<file path="src/rtl/clock_set_ctrl.sv">
// clock_set_ctrl: 24-hour BCD timekeeper with a two-button set mode.
// Drives six BCD digits plus a per-digit blank mask that blinks the field
// being edited, paced by the video frame strobe.
//
// state | meaning
// RUN   | clock advances on tick_1hz, btn_inc ignored
// SET_H | hours selected, inc press bumps hours, hours digits blink
// SET_M | minutes selected, inc press bumps minutes, minutes digits blink
// SET_S | seconds selected, inc press bumps seconds, seconds digits blink

module clock_set_ctrl #(
    parameter int BLINK_FRAMES = 30
) (
    input  logic       clk,
    input  logic       rst,
    input  logic       tick_1hz,
    input  logic       frame_tick,
    input  logic       btn_mode,
    input  logic       btn_inc,
    output logic [3:0] h1,
    output logic [3:0] h0,
    output logic [3:0] m1,
    output logic [3:0] m0,
    output logic [3:0] s1,
    output logic [3:0] s0,
    output logic [5:0] blank_mask,
    output logic       set_active
);

    typedef enum logic [1:0] {RUN, SET_H, SET_M, SET_S} stateType;

    localparam logic [7:0] BLINK_LAST = 8'(BLINK_FRAMES - 1);

    stateType   state, stateNext;
    logic [7:0] hours, hoursNext;
    logic [7:0] minutes, minutesNext;
    logic [7:0] seconds, secondsNext;
    logic [7:0] blinkCnt, blinkCntNext;
    logic       blinkPhase, blinkPhaseNext;
    logic       modePrev, incPrev;
    logic       modePress, incPress;
    logic [5:0] maskNext;

    // Two-digit BCD increment wrapping 59 -> 00.
    function automatic logic [7:0] inc60(input logic [7:0] v);
        if (v[3:0] == 4'd9) begin
            if (v[7:4] == 4'd5) return 8'h00;
            return {v[7:4] + 4'd1, 4'd0};
        end
        return {v[7:4], v[3:0] + 4'd1};
    endfunction

    // Two-digit BCD increment wrapping 23 -> 00.
    function automatic logic [7:0] inc24(input logic [7:0] v);
        if (v == 8'h23) return 8'h00;
        if (v[3:0] == 4'd9) return {v[7:4] + 4'd1, 4'd0};
        return {v[7:4], v[3:0] + 4'd1};
    endfunction

    assign modePress = btn_mode & ~modePrev;
    assign incPress  = btn_inc & ~incPrev;

    // Next-state computation for the FSM, time fields and blink timer.
    always_comb begin
        stateNext      = state;
        hoursNext      = hours;
        minutesNext    = minutes;
        secondsNext    = seconds;
        blinkCntNext   = blinkCnt;
        blinkPhaseNext = blinkPhase;

        if (state == RUN) begin
            blinkCntNext   = 8'd0;
            blinkPhaseNext = 1'b0;
            if (tick_1hz) begin
                secondsNext = inc60(seconds);
                if (seconds == 8'h59) begin
                    minutesNext = inc60(minutes);
                    if (minutes == 8'h59) hoursNext = inc24(hours);
                end
            end
            if (modePress) stateNext = SET_H;
        end else if (modePress) begin
            // Mode wins over a coincident inc press.
            case (state)
                SET_H:   stateNext = SET_M;
                SET_M:   stateNext = SET_S;
                default: stateNext = RUN;
            endcase
            blinkCntNext   = 8'd0;
            blinkPhaseNext = 1'b0;
        end else if (incPress) begin
            // Editing keeps the field visible; overrides a coincident frame tick.
            case (state)
                SET_H:   hoursNext   = inc24(hours);
                SET_M:   minutesNext = inc60(minutes);
                default: secondsNext = inc60(seconds);
            endcase
            blinkCntNext   = 8'd0;
            blinkPhaseNext = 1'b0;
        end else if (frame_tick) begin
            if (blinkCnt == BLINK_LAST) begin
                blinkCntNext   = 8'd0;
                blinkPhaseNext = ~blinkPhase;
            end else begin
                blinkCntNext = blinkCnt + 8'd1;
            end
        end

        maskNext = 6'b000000;
        if (blinkPhaseNext) begin
            case (stateNext)
                SET_H:   maskNext = 6'b110000;
                SET_M:   maskNext = 6'b001100;
                SET_S:   maskNext = 6'b000011;
                default: maskNext = 6'b000000;
            endcase
        end
    end

    // State, time and output registers; button history resets high so a
    // button held through reset release is not taken as a press.
    always_ff @(posedge clk) begin
        if (rst) begin
            state      <= RUN;
            hours      <= 8'h00;
            minutes    <= 8'h00;
            seconds    <= 8'h00;
            blinkCnt   <= 8'd0;
            blinkPhase <= 1'b0;
            modePrev   <= 1'b1;
            incPrev    <= 1'b1;
            blank_mask <= 6'b000000;
            set_active <= 1'b0;
        end else begin
            state      <= stateNext;
            hours      <= hoursNext;
            minutes    <= minutesNext;
            seconds    <= secondsNext;
            blinkCnt   <= blinkCntNext;
            blinkPhase <= blinkPhaseNext;
            modePrev   <= btn_mode;
            incPrev    <= btn_inc;
            blank_mask <= maskNext;
            set_active <= (stateNext != RUN);
        end
    end

    assign h1 = hours[7:4];
    assign h0 = hours[3:0];
    assign m1 = minutes[7:4];
    assign m0 = minutes[3:0];
    assign s1 = seconds[7:4];
    assign s0 = seconds[3:0];

endmodule

</file>
<file path="config.mk">
export PLATFORM = sky130hd
export DESIGN_NAME = clock_set_ctrl
export DESIGN_NICKNAME = d
export VERILOG_FILES = /design/src/rtl/clock_set_ctrl.sv
export SDC_FILE = /design/constraint.sdc
export NUM_CORES = 1
export LEC_CHECK = 0
export ABC_AREA = 1
export CAP_MARGIN = 20
export CORE_MARGIN = 8
export CORE_UTILIZATION = 57
export CTS_CLUSTER_SIZE = 24
export DETAILED_ROUTE_END_ITERATION = 6
export PLACE_DENSITY_LB_ADDON = 0.05
export SYNTH_ARGS = -nofsm -noshare
export SYNTH_HDL_FRONTEND = slang
export SYNTH_SLANG_ARGS = --single-unit
</file>
<file path="constraint.sdc">
create_clock -name clk -period 2.6 [get_ports clk]
set_clock_uncertainty 0.1 [all_clocks]
set_input_delay 0.39 -clock clk [delete_from_list [all_inputs] [get_ports clk]]
set_output_delay 0.39 -clock clk [all_outputs]
set_load 0.01 [all_outputs]
</file>
Yosys cells after proc, flatten, opt, wreduce, memory -nomap -nowiden

Index checks and enable logic that the tools add are counted.

Bits in registers: 44
Input port bits: 6
Word-level logic and storage cells: 166

Add/subtract/negate cells: 7
Equality and inequality tests: 22
Muxes and demuxes: 101
Bitwise operators: 6
Reduce and logical (&&, ||, !) cells: 17

Operators with widths:

| cell                                                            | number |
|---|---|
| 8-bit two-way mux                                               | 39 |
| 1-bit two-way mux                                               | 57 |
| 4-bit by 1-bit adder with 4-bit output, second input constant   | 6 |
| 6-bit one-hot mux with 3 select lines                           | 1 |
| 8-bit by 7-bit == test with 1-bit output, second input constant | 2 |
| 4-bit == test, second input constant                            | 3 |
| 2-bit by 1-bit != test with 1-bit output, second input constant | 6 |
| 6-bit AND reduction                                             | 2 |
| 2-bit nonzero test                                              | 6 |
| 8-bit by 1-bit adder with 8-bit output, second input constant   | 1 |
| 4-bit by 3-bit == test with 1-bit output, second input constant | 2 |
| 8-bit by 5-bit == test with 1-bit output, second input constant | 1 |
| 8-bit by 6-bit == test with 1-bit output, second input constant | 1 |
| 8-bit AND reduction                                             | 1 |
| 7-bit AND reduction                                             | 1 |
| 2-bit == test, second input constant                            | 3 |
| 2-bit two-way mux                                               | 3 |
| 5-bit AND reduction                                             | 1 |
| 2-bit by 1-bit == test with 1-bit output, second input constant | 2 |
| 1-bit NOT                                                       | 4 |
| 2-bit one-hot mux with 2 select lines                           | 1 |
| 4-bit AND reduction                                             | 1 |
| 2-bit OR reduction                                              | 2 |
| 4-bit OR reduction                                              | 1 |
| other kinds (5)                                                 | 6 |

Logic depth before layout (Yosys ltp)

Word-level depth: 17
Mapped depth: 11
Gate-level depth less buffers: 11

Least setup slack after synthesis

OpenSTA, ideal clock, no wires.

Path type: register to register
From: reg state[0]
To: reg blank_mask[4]
Library setup time: 0.116 ns
Arrival: 1.496 ns
Required time: 2.384 ns
Setup slack: 0.888 ns
Cell stages (with the launch flop): 8
Clock period less this slack: 1.712 ns
Cells stage by stage: dfxtp_1 -> inv_1 -> ha_1 -> or2_2 -> o21ai_0 -> inv_1 -> nand2_1 -> nor2_1

Cells in the longest elaborated chain, start to end: 6

RTL lines:

| item                                                                      | RTL line | RTL |
|---|---|---|
| start: declaration                                                        | 34       | `stateType state, stateNext;` |
| start signal: assignment                                                  | 136      | `state <= stateNext;` |
| 2-bit == test or 2-bit by 1-bit == test with 1-bit output (tied branches) | 85       | `case (state)` |
| 2-bit one-hot mux with 2 select lines                                     | 85       |  |
| 2-bit two-way mux                                                         | 83       | `end else if (modePress) begin` |
| 2-bit two-way mux                                                         | 72       | `if (state == RUN) begin` |
| 2-bit == test or 2-bit by 1-bit == test with 1-bit output (tied branches) | 112      | `case (stateNext)` |
| 6-bit one-hot mux with 3 select lines                                     | 112      |  |
| end signal: assignment                                                    | 144      | `blank_mask <= maskNext;` |
| end: declaration                                                          | 26       | `output logic [5:0] blank_mask,` |

Parallel ways exist; a longest one is shown, timed or not.
A chain may end at the register's enable or synchronous reset.

Worst setup path in the final report

From: reg state[0]
To: reg seconds[4]

Cells in the longest elaborated chain, start to end: 4

RTL lines:

| item                                                                      | RTL line | RTL |
|---|---|---|
| 2-bit == test or 2-bit by 1-bit == test with 1-bit output (tied branches) | 94       | `case (state)` |
| 2-bit OR reduction (no line)                                              | -        |  |
| 2-bit by 1-bit != test with 1-bit output (no line)                        | -        |  |
| 6-bit AND reduction (no line)                                             | -        |  |
| end signal: assignment                                                    | 139      | `seconds <= secondsNext;` |
| end: declaration                                                          | 37       | `logic [7:0] seconds, secondsNext;` |

Parallel ways exist; a longest one is shown, timed or not.

==> impl_metrics.yaml <==
outcome:
  status: "complete, no violations"
critical_path:
  worstPathMaxFanout: 6
  critPathKind: "flip-flop to flip-flop"
  crit_chain: "inv_1 -> ha_1 -> inv_2 -> nand2_1 -> nand2_1 -> nor2_4 -> nand2_4 -> o21ai_2 -> nor2_1"
  path_common_cell: "nand2_1"
  cp.arrival_ns: 2.01
  cp_num_buf_inv: 2
  max_stage_delay_ns: 0.35
  cp.required_ns: 2.68
  cp-end-kind: "flip-flop"
  cp-start-kind: "flip-flop"
  crit_family: "simple AND/OR/NAND/NOR gates"
  slowest_stage: "ha_1"
floorplan:
  fp.coreArea_sq_um: 3660
  pin_count: 37
  die-area_sq_um: 6060
  die_h_um: 77.8
  start_util_pct: 59.5
  die_x_um: 77.8
  rows: 22
route:
  firstDrtPassIters: 4
  drt-vias-per-instance: 4.97
  vias: 1873
  drc: 0
  avgRoutedWirePerCell_um: 11.6
  drt_wl_total_um: 4390
  ant_nets: 0
  drtIter0Drc: 58
power:
  seq_power_share_pct: 56.3
  p_leak_uw: 0.00104
  swShare_pct: 24.3
  combPwrFrac_pct: 9.1
  p_int_uw: 867
  clockPowerShare_pct: 34.7
  power_uw: 1150
  p_switching_uw: 278
  power.density_nw_per_um2: 430
  ir_drop_mv: 0.312
yosys:
  netlist_area_sq_um: 2180
  syn-num-nets: 308
  ys_ff_latch: 41
  synth_flop_cell: "dfxtp_1"
  ys_types: 34
  synth_cells: 289
  ys_warn_count: 0
  yosysSeqAreaShare_pct: 37.7
  avgSynthCellArea_sq_um: 7.54
  synthArstFlopShare_pct: 0
  synth-edff-count: 0
clock_network:
  cts_setup_buffers: 0
  clk_pin_slew_ns: 0.07
  cts_max_level: 2
  clock-root-buffer: "clkbuf_8"
  clock-sinks: 41
  cts_tree: "yes"
  hold_buffers: 0
  cts_inserted_buffers: 5
  clockBufferDepth: 2
  cts_resized: 0
  insertion_delay_ns: 0.30
timing:
  final.min_clock_period_ns: 1.93
  max_freq_ghz: 0.518
  relSlewSlack_pct: 60.6
  hold_ws_ns: 0.400
  worstMarginPinSlew_ns: 0.587
  rsz0062_at_grt: "false"
  setup_ws_ns: 0.671
  setup-violations-final: 0
  setup_tns_ns: 0
  finalCritPeriodShare_pct: 74.2
  slew_violations: 0
  hold_viol_final: 0
global_routing:
  grt_pass1_vias: 1778
  grt_max_degree: 12
  grt_overflow: 0
  track_usage_pct: 14.9
  antenna_found_initial: 0
  grt_pass1_wl_um: 7420
placement:
  dp.cells: 369
  port_buffers: 36
  pre_cts_ws_ns: 0.601
  dp_hpwl_um: 3400
  place_congestion: 0.808
layout:
  final_common_cell: "nand2_1"
  num_antenna_cells: 0
  layout.nets: 347
  finalNonFillerCells: 377
  area_delta_synth_final_pct: 22.1
  layout-drive-gt1-share_pct: 10.9
  final_cell_mix: "nand2_1, dfxtp_1, inv_1, nor2_1, clkdlybuf4s50_1"
flow_run:
  drv_cap: 0
hold_path:
  hold_class: "flip-flop to flip-flop"
==> path summary, 6_finish.rpt <==
path | startpoint | endpoint | slack, ns | depth (start not counted)
setup / recovery | state[0] | seconds[4] | 0.67 | 9
hold / removal | seconds[2] | seconds[2] | 0.40 | 2
setup reg to reg | state[0] | seconds[4] | 0.67 | 9
hold reg to reg | seconds[2] | seconds[2] | 0.40 | 2
==> logic make-up (layout without fill, tap and decap cells) <==
| logic type | Yosys count | in the layout | share of synthesized area (%) |
|---|---|---|---|
| fa+ha+maj | 13 | 13 | 7.47 |
| xor+xnor | 9 | 9 | 3.62 |
| flops | 41 | 41 | 37.7 |
| compound gates | 36 | 36 | 9.59 |
| buf+inv | 46 | 86 | 8.44 |
| simple gates | 144 | 144 | 33.2 |
==> routing by layer <==
layer	vias to the layer above	wire length, um	global-route usage, %
met5	-	0	0
met1	830	1910	14.9
met2	37	2170	26.9
li1	998	-	-
met3	8	217	3.92
met4	0	93	9.06
==> power groups by stage <==
| stage | Clock (uW) | Sequential (uW) | Combinational, uW |
|---|---|---|---|
| final | 397 | 644 | 104 |
| after CTS | 410 | 644 | 105 |
| after floorplan | 0 | 660 | 66.5 |
| after global placement | 0 | 659 | 102 |
| after detailed placement | 0 | 659 | 104 |
| after global routing | 430 | 645 | 115 |
==> Yosys cell counts, types with 4 or more instances <==
library cell  count  area share [%]
xor2_1            6             2.4
a21oi_1          15             3.4
nand4_1           4             1.1
nand2_1          51             8.8
dfxtp_1          41              38
inv_1            36             6.2
nor3_1            5             1.1
nor2_2            5             1.4
ha_1             13             7.5
o21ai_0          11             2.5
inv_2             4            0.69
nor2_4            5             2.6
nor2_1           36             6.2
nand3_1          18             4.1
or2_2             6             1.7
==> sequential cells by signal, summed over array words and instances, names as in the netlist <==
| signal | cells |
|---|---|
| incPrev | 1 |
| seconds | 8 |
| hours | 8 |
| modePrev | 1 |
| blinkCnt | 8 |
| blank_mask | 3 |
| blinkPhase | 1 |
| minutes | 8 |
| state | 2 |
| set_active | 1 |
==> worst reg2reg max path: stages (launching register included) <==
cell and delay (ns):
dfxtp_1 0.32, inv_1 0.10, ha_1 0.35, inv_2 0.08
nand2_1 0.16, nand2_1 0.11, nor2_4 0.20, nand2_4 0.10
o21ai_2 0.22, nor2_1 0.08
==> metrics by stage <==
stage               cell area, sq um  utilization [%]
detailed placement              2580             70.5
finish                          2660             72.7
global route                    2660             72.7
floorplan                       2180                -
CTS                             2660             72.7
global placement                2580             70.5
==> final cells by class <==
class	instances	area [sq um]
Multi-Input combinational cell	202	1170
Clock buffer	8	80.1
Inverter	40	150
Tap cell	48	60.1
Fill cell	295	1000
Sequential cell	41	821
Timing Repair Buffer	38	375
No activity file was read; power rests on OpenSTA's default activity.
